### src/rtl/ps2_transmitter.sv
// Host-to-device PS/2 command transmitter: request-to-send, 11-bit frame, device ACK check.
// Optional watchdog on device-driven waits is enabled by defining PS2_TX_TIMEOUT_EN.
module ps2_transmitter #(
    parameter int CLK_FREQ_HZ    = 50_000_000,
    parameter int INHIBIT_US     = 120,
    parameter int TIMEOUT_CYCLES = 1_000_000
) (
    input  logic       clk,
    input  logic       rst,
    input  logic [7:0] tx_data_i,
    input  logic       tx_valid_i,
    output logic       tx_ready_o,
    input  logic       ps2_clk_i,
    input  logic       ps2_data_i,
    output logic       ps2_clk_oe_o,
    output logic       ps2_data_oe_o,
    output logic       tx_done_o,
    output logic       tx_err_o,
    output logic       busy_o
);

    localparam int INHIBIT_CYCLES = CLK_FREQ_HZ / 1_000_000 * INHIBIT_US;
    localparam int INH_W          = $clog2(INHIBIT_CYCLES + 1);
    localparam int TO_W           = $clog2(TIMEOUT_CYCLES + 1);
    localparam int W_A            = (INH_W > 17) ? INH_W : 17;
    localparam int CNT_W          = (TO_W > W_A) ? TO_W : W_A;

    localparam logic [CNT_W-1:0] INHIBIT_LAST = CNT_W'(INHIBIT_CYCLES - 1);
    localparam logic [CNT_W-1:0] RTS_LAST     = CNT_W'(7);
`ifdef PS2_TX_TIMEOUT_EN
    localparam logic [CNT_W-1:0] TIMEOUT_LAST = CNT_W'(TIMEOUT_CYCLES - 1);
`endif

    typedef enum logic [2:0] {
        IDLE, INHIBIT, RTS, SEND, STOP, ACK_WAIT, WAIT_IDLE
    } state_t;

    state_t           state_q, state_d;
    logic [8:0]       shift_q, shift_d;
    logic [3:0]       fall_cnt_q, fall_cnt_d;
    logic [CNT_W-1:0] cycle_cnt_q, cycle_cnt_d;
    logic             clk_oe_q, clk_oe_d;
    logic             data_oe_q, data_oe_d;
    logic             tx_ready_q, tx_ready_d;
    logic             busy_q, busy_d;
    logic             tx_done_q, tx_done_d;
    logic             tx_err_q, tx_err_d;

    logic clk_meta_q, clk_sync_q, clk_prev_q;
    logic data_meta_q, data_sync_q;
    logic clk_fall, lines_idle, accept;

    // Sync flops reset to the idle-high line level so reset release never fakes a fall.
    always_ff @(posedge clk) begin
        if (!rst) begin
            clk_meta_q  <= 1'b1;
            clk_sync_q  <= 1'b1;
            clk_prev_q  <= 1'b1;
            data_meta_q <= 1'b1;
            data_sync_q <= 1'b1;
        end else begin
            clk_meta_q  <= ps2_clk_i;
            clk_sync_q  <= clk_meta_q;
            clk_prev_q  <= clk_sync_q;
            data_meta_q <= ps2_data_i;
            data_sync_q <= data_meta_q;
        end
    end

    assign clk_fall   = clk_prev_q & ~clk_sync_q;
    assign lines_idle = clk_sync_q & data_sync_q;
    assign accept     = tx_valid_i & tx_ready_q;

    always_comb begin
        state_d     = state_q;
        shift_d     = shift_q;
        fall_cnt_d  = fall_cnt_q;
        cycle_cnt_d = cycle_cnt_q;
        data_oe_d   = data_oe_q;
        tx_done_d   = 1'b0;
        tx_err_d    = 1'b0;

        unique case (state_q)
            IDLE: begin
                data_oe_d = 1'b0;
                if (accept) begin
                    shift_d     = {~^tx_data_i, tx_data_i};
                    fall_cnt_d  = '0;
                    cycle_cnt_d = '0;
                    state_d     = INHIBIT;
                end
            end
            INHIBIT: begin
                if (cycle_cnt_q == INHIBIT_LAST) begin
                    cycle_cnt_d = '0;
                    data_oe_d   = 1'b1;
                    state_d     = RTS;
                end else begin
                    cycle_cnt_d = cycle_cnt_q + CNT_W'(1);
                end
            end
            RTS: begin
                if (cycle_cnt_q == RTS_LAST) begin
                    cycle_cnt_d = '0;
                    state_d     = SEND;
                end else begin
                    cycle_cnt_d = cycle_cnt_q + CNT_W'(1);
                end
            end
            // The start bit stays on the line until fall 1; each fall then presents the next bit.
            SEND: begin
                if (clk_fall) begin
                    fall_cnt_d = fall_cnt_q + 4'd1;
                    if (fall_cnt_q == 4'd9) begin
                        data_oe_d = 1'b0;
                        state_d   = STOP;
                    end else begin
                        data_oe_d = ~shift_q[0];
                        shift_d   = {1'b0, shift_q[8:1]};
                    end
                end
            end
            STOP: begin
                data_oe_d = 1'b0;
                if (clk_fall) begin
                    if (data_sync_q) begin
                        tx_err_d = 1'b1;
                        state_d  = WAIT_IDLE;
                    end else begin
                        state_d = ACK_WAIT;
                    end
                end
            end
            ACK_WAIT: begin
                data_oe_d = 1'b0;
                if (lines_idle) begin
                    tx_done_d = 1'b1;
                    state_d   = IDLE;
                end
            end
            WAIT_IDLE: begin
                data_oe_d = 1'b0;
                if (lines_idle) begin
                    state_d = IDLE;
                end
            end
            default: begin
                data_oe_d = 1'b0;
                state_d   = IDLE;
            end
        endcase

`ifdef PS2_TX_TIMEOUT_EN
        // Watchdog restarts on any device activity; expiry abandons the frame.
        if (state_q inside {SEND, STOP, ACK_WAIT, WAIT_IDLE}) begin
            if (clk_fall || (state_d != state_q)) begin
                cycle_cnt_d = '0;
            end else if (cycle_cnt_q == TIMEOUT_LAST) begin
                cycle_cnt_d = '0;
                data_oe_d   = 1'b0;
                tx_done_d   = 1'b0;
                tx_err_d    = 1'b1;
                state_d     = IDLE;
            end else begin
                cycle_cnt_d = cycle_cnt_q + CNT_W'(1);
            end
        end
`endif

        clk_oe_d   = (state_d == INHIBIT) || (state_d == RTS);
        tx_ready_d = (state_d == IDLE);
        busy_d     = (state_d != IDLE);
    end

    always_ff @(posedge clk) begin
        if (!rst) begin
            state_q     <= IDLE;
            shift_q     <= '0;
            fall_cnt_q  <= '0;
            cycle_cnt_q <= '0;
            clk_oe_q    <= 1'b0;
            data_oe_q   <= 1'b0;
            tx_ready_q  <= 1'b1;
            busy_q      <= 1'b0;
            tx_done_q   <= 1'b0;
            tx_err_q    <= 1'b0;
        end else begin
            state_q     <= state_d;
            shift_q     <= shift_d;
            fall_cnt_q  <= fall_cnt_d;
            cycle_cnt_q <= cycle_cnt_d;
            clk_oe_q    <= clk_oe_d;
            data_oe_q   <= data_oe_d;
            tx_ready_q  <= tx_ready_d;
            busy_q      <= busy_d;
            tx_done_q   <= tx_done_d;
            tx_err_q    <= tx_err_d;
        end
    end

    assign tx_ready_o    = tx_ready_q;
    assign busy_o        = busy_q;
    assign ps2_clk_oe_o  = clk_oe_q;
    assign ps2_data_oe_o = data_oe_q;
    assign tx_done_o     = tx_done_q;
    assign tx_err_o      = tx_err_q;

endmodule

### config.mk
export PLATFORM = sky130hd
export DESIGN_NAME = ps2_transmitter
export DESIGN_NICKNAME = d
export VERILOG_FILES = /design/src/rtl/ps2_transmitter.sv
export SDC_FILE = /design/constraint.sdc
export NUM_CORES = 1
export LEC_CHECK = 0
export CORE_MARGIN = 2
export CORE_UTILIZATION = 42
export CTS_BUF_LIST = sky130_fd_sc_hd__clkbuf_4 sky130_fd_sc_hd__clkbuf_8
export DETAILED_ROUTE_END_ITERATION = 12
export HOLD_SLACK_MARGIN = 0.03
export PLACE_DENSITY = 0.58
export SYNTH_ARGS = -nofsm -noshare
export SYNTH_HDL_FRONTEND = slang
export SYNTH_SLANG_ARGS = --single-unit
### constraint.sdc
create_clock -name clk -period 3.5 [get_ports clk]
set_input_delay 0.7 -clock clk [delete_from_list [all_inputs] [get_ports clk]]
set_output_delay 0.7 -clock clk [all_outputs]
set_load 0.005 [all_outputs]
==> results.yml <==
synthesis:
  synth.cell_area_um2: 2400
  synth_seq_cells: 47
  synth_edf_count: 0
  synth_nets: 304
  ys_warn_count: 0
  synth_cell_types: 55
  synth_area_per_cell_um2: 8.33
  synthesis.instances: 288
  ys_seq_area_share_pct: 39.2
  synth_flop_cell: "dfxtp_1"
  async_flop_share_pct: 0
floorplanning:
  core_um2: 5510
  die_area_um2: 6330
  ios: 19
  initial_core_util_pct: 43.6
  dieWidth_um: 79.6
  dieHeight_um: 79.6
  num_rows: 27
worst_setup_path:
  start_kind: "register"
  r2r_slack_ns: 0.94
  crit_arrival_ns: 2.71
  r2r_start: "cycle_cnt_q[0]"
  reg2regPathDepth: 5
  end_kind: "register"
  crit_required_ns: 3.65
  cp_top_family: "compound AO/OA/AOI/OAI gates"
  critPathMaxFanout: 16
  worstReg2RegEnd: "cycle_cnt_q[10]"
  path_cells: "ha_1 > nand4_1 > o41a_1 > o31ai_4 > nor2_1"
  crit_buf_inv: 0
  cp_slowest_cell: "o31ai_4"
  critPathMaxStageDelay_ns: 0.69
  critPathKind: "reg -> reg"
drt:
  drtIter0Drc: 139
  wl_mm: 5.36
  wl_per_cell_um: 14.3
  avgViaCountPerCell: 5.57
  drc: 0
  vias: 2095
  first_pass_iters: 4
  ant_nets: 0
timing:
  tns_ns: 0
  max_freq_ghz: 0.390
  hold_ws_ns: 0.415
  tightest_slew_ns: 0.839
  finalHoldViolCount: 0
  setup_violations: 0
  fin_crit_ns: 2.56
  post-route-period-util_pct: 73.2
  rsz0062_at_grt: "false"
  relSlewSlack_pct: 43.8
  drv_slew: 0
  fin_skew_ns: 0.00901
layout:
  antenna_cells: 0
  final_nets: 319
  postLayoutCoreUtil_pct: 49.6
  layout_commonest_cell: "dfxtp_1"
  fillerInstances: 542
  synthToLayoutAreaGrowth_pct: 13.9
  multi_input_area_um2: 1370
  seqCellArea_um2: 941
  drive_gt1_share_pct: 7.24
  layout_common_cells: "dfxtp_1, nand2_1, nor2_1"
grt:
  grt_max_degree: 18
  antenna_found_initial: 0
  grt_overflow: 0
  grt_pass1_vias: 2016
  track_usage_pct: 18.5
  grt_pass1_wl_mm: 9.32
clock_network:
  clk_latency_ns: 0.30
  postCtsSetupRepairBufs: 0
  clock-root-buffer: "clkbuf_8"
  htree_levels: 2
  clk_pin_slew_ns: 0.09
  clock_sinks: 47
  cts_tree: "yes"
  cts_resized: 0
  numCtsBuffers: 5
  clockBufferDepth: 2
  cts_hold_repair.buffers: 0
hold_path:
  min_from: "clk_meta_q"
  min_path_cells: 1
  min_to: "clk_sync_q"
  hp-class: "reg -> reg"
job:
  cap_violations: 0
pwr:
  powerDensity_nw_per_um2: 388
  max-vdd-ir-drop_uv: 211
  total_leakage_power_uw: 0.000915
place:
  globalplace.congestion: 0.804
  portBuffers: 18
  dp_hpwl_mm: 3.83
status:
  status: "finished, final reports clean"
cells by family after synthesis:
family	count (synthesis)	synth area share, %
AO/OA/AOI/OAI	55	17.3
XOR/XNOR	22	8.03
adder cells (fa/ha/maj)	3	1.57
buffers and inverters	21	3.86
flip-flops	47	39.2
AND/OR/NAND/NOR	140	30.0
stage by stage:
step / cells / power [uW] / worst slack, ns / area (um^2)
after floorplan: 288 / 667 / 1.47 / 2400
after global placement: 368 / 711 / 0.712 / 2630
after detailed placement: 368 / 712 / 0.658 / 2630
after CTS: 376 / 1070 / 0.924 / 2730
after global routing: 376 / 1120 / 0.772 / 2730
final: 376 / 1060 / 0.939 / 2730
routing by layer:
layer	share of wire, %	up-vias	track usage, %
met3	2.8	5	3.17
met1	50	990	24.9
met2	46	24	30.3
met5	0	-	0
li1	-	1076	-
met4	1.1	0	5.86
state kept, by name, summed over array words and instances (netlist names):
signal / cells
busy_o: 1
clk_meta_q: 1
clk_prev_q: 1
clk_sync_q: 1
cycle_cnt_q: 20
data_meta_q: 1
data_sync_q: 1
fall_cnt_q: 4
ps2_clk_oe_o: 1
ps2_data_oe_o: 1
shift_q: 9
state_q: 3
tx_done_o: 1
tx_err_o: 1
tx_ready_o: 1
cell usage after synthesis (2+ instances only):
| master | instances | area (um^2) |
|---|---|---|
| and3b_1 | 2 | 17.5 |
| a31oi_1 | 7 | 43.8 |
| a311oi_1 | 11 | 96.3 |
| nand3b_1 | 2 | 15.0 |
| xor2_1 | 11 | 96.3 |
| dfxtp_1 | 47 | 941 |
| or2_2 | 2 | 12.5 |
| xnor2_1 | 11 | 96.3 |
| nor4_2 | 2 | 25.0 |
| or3_1 | 2 | 12.5 |
| o22ai_1 | 4 | 25.0 |
| nor2b_1 | 2 | 12.5 |
| nor3_1 | 7 | 35.0 |
| nand3_1 | 11 | 55.1 |
| inv_1 | 7 | 26.3 |
| and3_1 | 3 | 18.8 |
| nor2_1 | 31 | 116 |
| o21ai_0 | 7 | 35.0 |
| nand2b_1 | 6 | 37.5 |
| nand4_1 | 12 | 75.1 |
| ha_1 | 3 | 37.5 |
| and2_1 | 3 | 18.8 |
| buf_2 | 2 | 10.0 |
| a21oi_1 | 10 | 50.1 |
| nand2_1 | 39 | 146 |
| clkbuf_1 | 8 | 30.0 |
| nor4_1 | 8 | 50.1 |
where the power goes:
part	internal [uW]	total [uW]	switching [uW]
registers	555	571	15.7
logic	59.2	128	69.2
clock network	180	362	182
area by class of cell:
class                           count  share of cell area, %
Multi-Input combinational cell    220                   50.0
Clock inverter                      1                  0.275
Tap cell                           72                   3.30
Timing Repair Buffer               21                   7.42
Clock buffer                        7                   3.53
Sequential cell                    47                   34.4
Inverter                            8                   1.10
worst max path at each step:
| stage | start | slack (ns) | endpoint | cells past startpoint |
|---|---|---|---|---|
| finish | cycle_cnt_q[0] | 0.94 | cycle_cnt_q[10] | 5 |
| detailed placement | tx_valid_i | 0.66 | shift_q[2] | 6 |
| global placement | tx_valid_i | 0.71 | shift_q[8] | 6 |
| floorplan | tx_valid_i | 1.47 | shift_q[0] | 6 |
| global route | cycle_cnt_q[0] | 0.77 | cycle_cnt_q[10] | 5 |
| CTS | cycle_cnt_q[1] | 0.92 | cycle_cnt_q[10] | 5 |
(Power assumes the default switching activity.)
